===== src/rtl/mem_arbiter.sv =====
// Two-client arbiter/sequencer for a single-port SRAM with 1-cycle registered read.
// Define MEM_ARB_RR_EN for round-robin contention; default is fixed priority to client 0.

module mem_arb_rsp_lane #(
   parameter int   DATA_WIDTH = 16,
   parameter logic ID         = 1'b0
) (
   input  logic                  clk,
   input  logic                  rst_n,
   input  logic                  s1_vld,
   input  logic                  s1_id,
   input  logic [DATA_WIDTH-1:0] mem_dout,
   output logic                  rsp_valid,
   output logic [DATA_WIDTH-1:0] rsp_rdata
);
   logic hit;

   assign hit = s1_vld && (s1_id == ID);

   // rdata is held between responses so a client may sample it late
   always_ff @(posedge clk or negedge rst_n) begin
      if (!rst_n) begin
         rsp_valid <= 1'b0;
         rsp_rdata <= '0;
      end else begin
         rsp_valid <= hit;
         if (hit) rsp_rdata <= mem_dout;
      end
   end
endmodule

module mem_arbiter #(
   parameter int ADDR_WIDTH = 8,
   parameter int DATA_WIDTH = 16
) (
   input  logic                  clk,
   input  logic                  rst_n,
   input  logic                  req0_valid,
   output logic                  req0_ready,
   input  logic                  req0_we,
   input  logic [ADDR_WIDTH-1:0] req0_addr,
   input  logic [DATA_WIDTH-1:0] req0_wdata,
   input  logic                  req1_valid,
   output logic                  req1_ready,
   input  logic                  req1_we,
   input  logic [ADDR_WIDTH-1:0] req1_addr,
   input  logic [DATA_WIDTH-1:0] req1_wdata,
   output logic                  rsp0_valid,
   output logic [DATA_WIDTH-1:0] rsp0_rdata,
   output logic                  rsp1_valid,
   output logic [DATA_WIDTH-1:0] rsp1_rdata,
   output logic                  mem_ce,
   output logic                  mem_we,
   output logic [ADDR_WIDTH-1:0] mem_addr,
   output logic [DATA_WIDTH-1:0] mem_din,
   input  logic [DATA_WIDTH-1:0] mem_dout
);
   localparam int NUM_CLIENTS = 2;

   typedef struct packed {
      logic                  we;
      logic [ADDR_WIDTH-1:0] addr;
      logic [DATA_WIDTH-1:0] wdata;
   } req_t;

   req_t [NUM_CLIENTS-1:0]                  req;
   logic [NUM_CLIENTS-1:0]                  valid;
   logic [NUM_CLIENTS-1:0]                  gnt;
   logic                                    sel;
   logic                                    last_gnt;
   logic                                    s1_vld;
   logic                                    s1_id;
   logic [NUM_CLIENTS-1:0]                  rsp_valid;
   logic [NUM_CLIENTS-1:0][DATA_WIDTH-1:0] rsp_rdata;

   assign req[0] = {req0_we, req0_addr, req0_wdata};
   assign req[1] = {req1_we, req1_addr, req1_wdata};
   assign valid  = {req1_valid, req0_valid};

   // grant is gated by rst_n so no handshake can complete while in reset
   always_comb begin
      gnt = '0;
      if (rst_n) begin
         if (&valid) begin
`ifdef MEM_ARB_RR_EN
            if (last_gnt) gnt[0] = 1'b1;
            else          gnt[1] = 1'b1;
`else
            gnt[0] = 1'b1;
`endif
         end else begin
            gnt = valid;
         end
      end
   end

   assign req0_ready = gnt[0];
   assign req1_ready = gnt[1];

   // ungranted cycles leave the client-0 address/data on the port
   assign sel      = gnt[1];
   assign mem_ce   = |gnt;
   assign mem_we   = mem_ce & req[sel].we;
   assign mem_addr = req[sel].addr;
   assign mem_din  = req[sel].wdata;

   always_ff @(posedge clk or negedge rst_n) begin
      if (!rst_n) begin
         last_gnt <= 1'b1;
         s1_vld   <= 1'b0;
         s1_id    <= 1'b0;
      end else begin
         last_gnt <= gnt[1] | (last_gnt & ~gnt[0]);
         s1_vld   <= mem_ce & ~mem_we;
         s1_id    <= sel;
      end
   end

   for (genvar i = 0; i < NUM_CLIENTS; i++) begin : g_lane
      mem_arb_rsp_lane #(
         .DATA_WIDTH (DATA_WIDTH),
         .ID         (1'(i))
      ) u_lane (
         .clk       (clk),
         .rst_n     (rst_n),
         .s1_vld    (s1_vld),
         .s1_id     (s1_id),
         .mem_dout  (mem_dout),
         .rsp_valid (rsp_valid[i]),
         .rsp_rdata (rsp_rdata[i])
      );
   end

   assign rsp0_valid = rsp_valid[0];
   assign rsp1_valid = rsp_valid[1];
   assign rsp0_rdata = rsp_rdata[0];
   assign rsp1_rdata = rsp_rdata[1];
endmodule

===== config.mk =====
export PLATFORM = sky130hd
export DESIGN_NAME = mem_arbiter
export DESIGN_NICKNAME = d
export VERILOG_FILES = /design/src/rtl/mem_arbiter.sv
export SDC_FILE = /design/constraint.sdc
export NUM_CORES = 1
export LEC_CHECK = 0
export ABC_CLOCK_PERIOD_IN_PS = 1800
export CORE_MARGIN = 2
export CORE_UTILIZATION = 34
export CTS_CLUSTER_SIZE = 14
export DETAILED_ROUTE_END_ITERATION = 8
export PLACE_DENSITY_LB_ADDON = 0.15
export SETUP_SLACK_MARGIN = 0.5
export SLEW_MARGIN = 20
export SYNTH_ARGS = -nofsm -noshare
export SYNTH_HDL_FRONTEND = slang
export SYNTH_SLANG_ARGS = --single-unit
export TNS_END_PERCENT = 10

===== constraint.sdc =====
create_clock -name clk -period 1.8 [get_ports clk]
set_clock_uncertainty 0.15 [all_clocks]
set_input_delay 0.45 -clock clk [delete_from_list [all_inputs] [get_ports clk]]
set_output_delay 0.45 -clock clk [all_outputs]
set_load 0.02 [all_outputs]

; Word level (Yosys, flattened, before mapping)
; Cells that the tools add are included.
[totals]
regBits = 36
latch_bits = 0
ram_bits = 0
romBits = 0
output_inout_bits = 62
mem_count = 0
[classes]
n_addsub = 0
n_mul = 0
div_mod_pow = 0
order_cmp = 1
n_eq_ne = 0
shifts = 0
n_mux = 5
n_bitwise = 4
n_reduce_logical = 4
[op_table]
columns = cell, count
row1 = 25-bit 2-to-1 mux, 2
row2 = 1-bit bitwise AND, 2
row3 = 1-bit logical AND, 2
row4 = "1-bit by 2-bit less-than comparator with 1-bit output, second input constant", 1
row5 = 1-bit 2-to-1 mux, 2
row6 = 2-bit 2-to-1 mux, 1
row7 = 1-bit inverter, 2
row8 = 2-bit AND reduction, 1
row9 = 2-bit OR reduction, 1

; Depth between registers and ports, before layout
[depth]
ltp_word = 8
depth_mapped = 4
ltp_nobuf = 2

; Modules after synthesis
; From an unflattened synthesis, not the netlist that was laid out.
[hier_totals]
cells_unflattened = 110
area_unflattened_um2 = 1850.5
[by_module_without_submodules]
columns = module, instances, cells_per_inst, area_each_um2, seq_area_each_um2
row1 = mem_arb_rsp_lane at g_lane[0].u_lane, 1, 36, 684.4, 425.4
row2 = mem_arb_rsp_lane at g_lane[1].u_lane, 1, 36, 674.4, 425.4
row3 = mem_arbiter, 1, 38, 491.7, 50.0

; Least setup slack after synthesis
; Ideal clock, no wire load.
[synth_timing]
path_kind = input port to output port
from = input req0_valid
to = output mem_din[10]
t_arrival_ns = 1.138
required_time_ns = 1.200
slack_ns = 0.062
stages = 3
path_buffers = 1
cell_sequence = nand3b_4 > buf_6 > mux2_4
[synth_between]
elab_chain_cells = 5
[synth_lines]
columns = item, line_no
row1 = "start, declared", 38  ; input logic req0_valid,
row2 = 2-bit AND reduction, 84  ; if (&valid) begin
row3 = 1-bit 2-to-1 mux, 84
row4 = 2-bit 2-to-1 mux, 83  ; if (rst_n) begin
row5 = 25-bit 2-to-1 mux (implied by the code) (2 in series), 105  ; assign mem_din = req[sel].wdata;
row6 = "end, declared", 55  ; output logic [DATA_WIDTH-1:0] mem_din,
; No other way between the ends. The select of a mux whose other input is x is not followed.

; Worst setup path after layout
[layout_timing]
from = input req0_valid
to = output mem_din[4]
; The elaborated chain is that of the path after synthesis.

==> results.tsv <==
stage	metric	value	unit
power_and_ir_drop	Peak VDD IR	0.000783	V
sta	setup violators final	24	
routing	antenna-violating nets left	0	
place	RePlAce Congestion	0.697	
worst_setup_path	reg-to-reg slack, setup	480	ps
synthesis	post-synthesis mux area share	0.404	
worst_setup_path	Critical R2R Launch	s1_id$_DFF_PN0_	
routing	met3 wire length	379	um
worst_setup_path	crit end category	output pin	
synthesis	Gate Count Post-Synth	111	
cells_and_area	layout cell share with drive strength beyond 1	0.565	
synthesis	Yosys reg bits	36	
worst_setup_path	Critical Path RT	1200	ps
cts	Setup Buffers After CTS	0	
synthesis	sequential element share of the synthesized area	0.512	
place	placed cell area	3210	um^2
place	pre-CTS worst setup slack	-940	ps
routing	# DRC	0	
place	IO buf count	131	
status	failing checks	setup timing	
worst_setup_path	Worst Setup Start Kind	input pin	
sta	final worst slack	-199	ps
global_route	number of global-route vias before repair	1576	
place	HPWL after DPL	3810	um
floorplan	Die W	75.9	um
synthesis	area share of fa/ha/maj cells after synthesis	0	
synthesis	Synth Area in Simple Gates	0.0363	
global_route	grt total ovfl	0	
floorplan	Core Rows	26	
sta	final hold vios	0	
routing	Iter 0 DRT Violations	37	
worst_setup_path	largest fanout on the critical path	8	
cts	cts hold-fix bufs	0	
floorplan	# IOs	132	
cts	clock tree buffer depth	2	
floorplan	die area	5760	um^2
run	Max-Cap Viols	0	
worst_setup_path	reg-to-reg endpoint	g_lane[0].u_lane.rsp_rdata[13]$_DFFE_PN0P_	
power_and_ir_drop	Leakage	0.00169	uW
synthesis	XOR/XNOR Fraction of Synth Area	0	
worst_setup_path	Register-to-Register Path Depth	3	
cts	htree depth	2	
floorplan	Starting Density	0.349	
synthesis	area fraction of the dominant cell type after synthesis	0.512	
synthesis	Mapped Area	1760	um^2
synthesis	Synth area leaders	dfrtp_1, mux2_2, mux2_4	
cells_and_area	area grow syn2layout	99.9	%
cells_and_area	post-route cell area	3510	um^2
sta	relative slew slack	0.693	
cts	clk_lat worst skew	280	ps
sta	Final Cycle Share	1.11	
sta	Max Transition Viols Final	0	
sta	RSZ-0062 raised after global routing	true	
global_route	largest net degree at the start of global routing	38	
cells_and_area	Filler Cell Count	373	
power_and_ir_drop	total power	2930	uW
cts	cts bufs inserted	5	
synthesis	Mapped Nets	181	
sta	slew of the pin with the lowest slew margin	461	ps
cells_and_area	FF+latch area	903	um^2
routing	First-pass DRT Iterations	2	
routing	WL per Instance	15.5	um
routing	DR top layer	met4	
routing	vias per cell	4.46	
floorplan	die height	75.9	um
synthesis	most area-hungry cell type in the Yosys netlist	dfrtp_1	
sta	Max Freq	500	MHz
global_route	first-pass GRT wire length	7930	um
cts	clk root buf	clkbuf_8	
cts	Clk pin slew, worst setup/hold paths	70	ps
synthesis	count of different cell masters after synthesis	16	
hold_path	worst min path class	in2async	
status	outcome	finished with violations	
cells_and_area	Inserted Diodes	0	
sta	Tmin final	2000	ps
synthesis	largest family of logic cells by synthesized area	multiplexers	
global_route	GRT Util Overall	0.175	
floorplan	Core ar.	5040	um^2
cts	TritonCTS Sinks	36	
global_route	initial antenna violation count	0	
synthesis	Syn. warnings	0	
cells_and_area	nets	324	
power_and_ir_drop	pwr/cell area	835	nW/um^2
cells_and_area	area taken by multi-input logic gates	880	um^2
worst_setup_path	CP Data Arrival Time	1400	ps
routing	WL final	5040	um
worst_setup_path	Setup CP Type	in2out	
cts	TritonCTS clock tree	built	
routing	Met1 Wirelength	2000	um
synthesis	Compound-Gate Fraction of Synth Area	0.0128	
routing	via count	1450	
synthesis	Mapped Avg Cell Area	15.8	um^2
routing	met2 routed WL	2640	um
-- layer usage --
layer,vias to the layer above,global-route usage
met1,701,0.201
met4,0,0.0309
li1,683,-
met2,64,0.308
met5,-,0
met3,2,0.0726
-- metrics by stage --
stage / util / setup TNS, ps / cells / hold WS, ps
after detailed placement: 0.636 / -24920 / 316 / 342
after global routing: 0.697 / -5100 / 325 / 211
after floorplan: - / 0 / 111 / 4.41
after CTS: 0.680 / -4680 / 325 / 175
final: 0.697 / -4430 / 325 / 176
after global placement: 0.636 / -24690 / 316 / 337
-- layout make-up --
cell class,instances,area share
Tap cell,70,0.0249
Timing Repair Buffer,141,0.440
Sequential cell,36,0.257
Clock inverter,1,0.00249
Multi-Input combinational cell,67,0.250
Inverter,3,0.00321
Clock buffer,7,0.0217
-- logic make-up after synthesis --
| kind of cell | count (synthesis) |
|---|---|
| and+or+nand+nor | 8 |
| AOI/OAI and AO/OA | 3 |
| buffers and inverters | 8 |
| DFF | 36 |
| muxes | 56 |
-- power by group --
group	switching (uW)	internal (uW)	leakage, uW
registers	121	981	0.000424
clock network	272	276	0.0000424
logic	504	780	0.00123
-- cells in the final DEF (no fill, tap or decap), types with 2 or more instances in the layout --
master,instances
buf_12,4
dfrtp_2,2
clkbuf_8,5
dlygate4sd2_1,2
inv_1,2
buf_4,3
mux2_4,37
mux2_2,19
clkdlybuf4s50_1,64
clkbuf_1,2
o21a_1,2
buf_6,66
dfrtp_1,34
-- flip-flops by register name, summed over array words and instances (netlist names) --
name,count
s1_vld,1
g_lane.u_lane.rsp_valid,2
g_lane.u_lane.rsp_rdata,32
s1_id,1
-- synth_stat cells, drive strengths merged --
cell / instances
nand2: 2
inv: 3
o21a: 2
nor2b: 1
dfrtp: 36
and2: 1
mux2: 56
nor3b: 1
a21boi: 1
nand2b: 1
nand3b: 2
buf: 5
-- worst max path at each step --
stage                        to  startpoint  slack, ps  cells after the start
floorplan           mem_din[10]  req0_valid         60                      3
global placement    mem_din[14]  req1_valid       -930                      5
detailed placement  mem_din[12]  req1_valid       -940                      5
CTS                  mem_din[2]  req0_valid       -210                      5
global route         mem_din[4]  req0_valid       -230                      5
finish               mem_din[4]  req0_valid       -200                      5
-- what timing repair did --
item / in CTS / in global routing
pin swaps: 3 / 3
gates cloned: 1 / 0
endpoints found under the setup margin: 86 / 93
gates resized for setup: 395 / 24
-- critical path, stage by stage --
cell and delay [ps]:
buf_6 90, nand3b_4 230, buf_12 190, mux2_4 300, buf_6 130
Power figures use the tool's default switching activity.
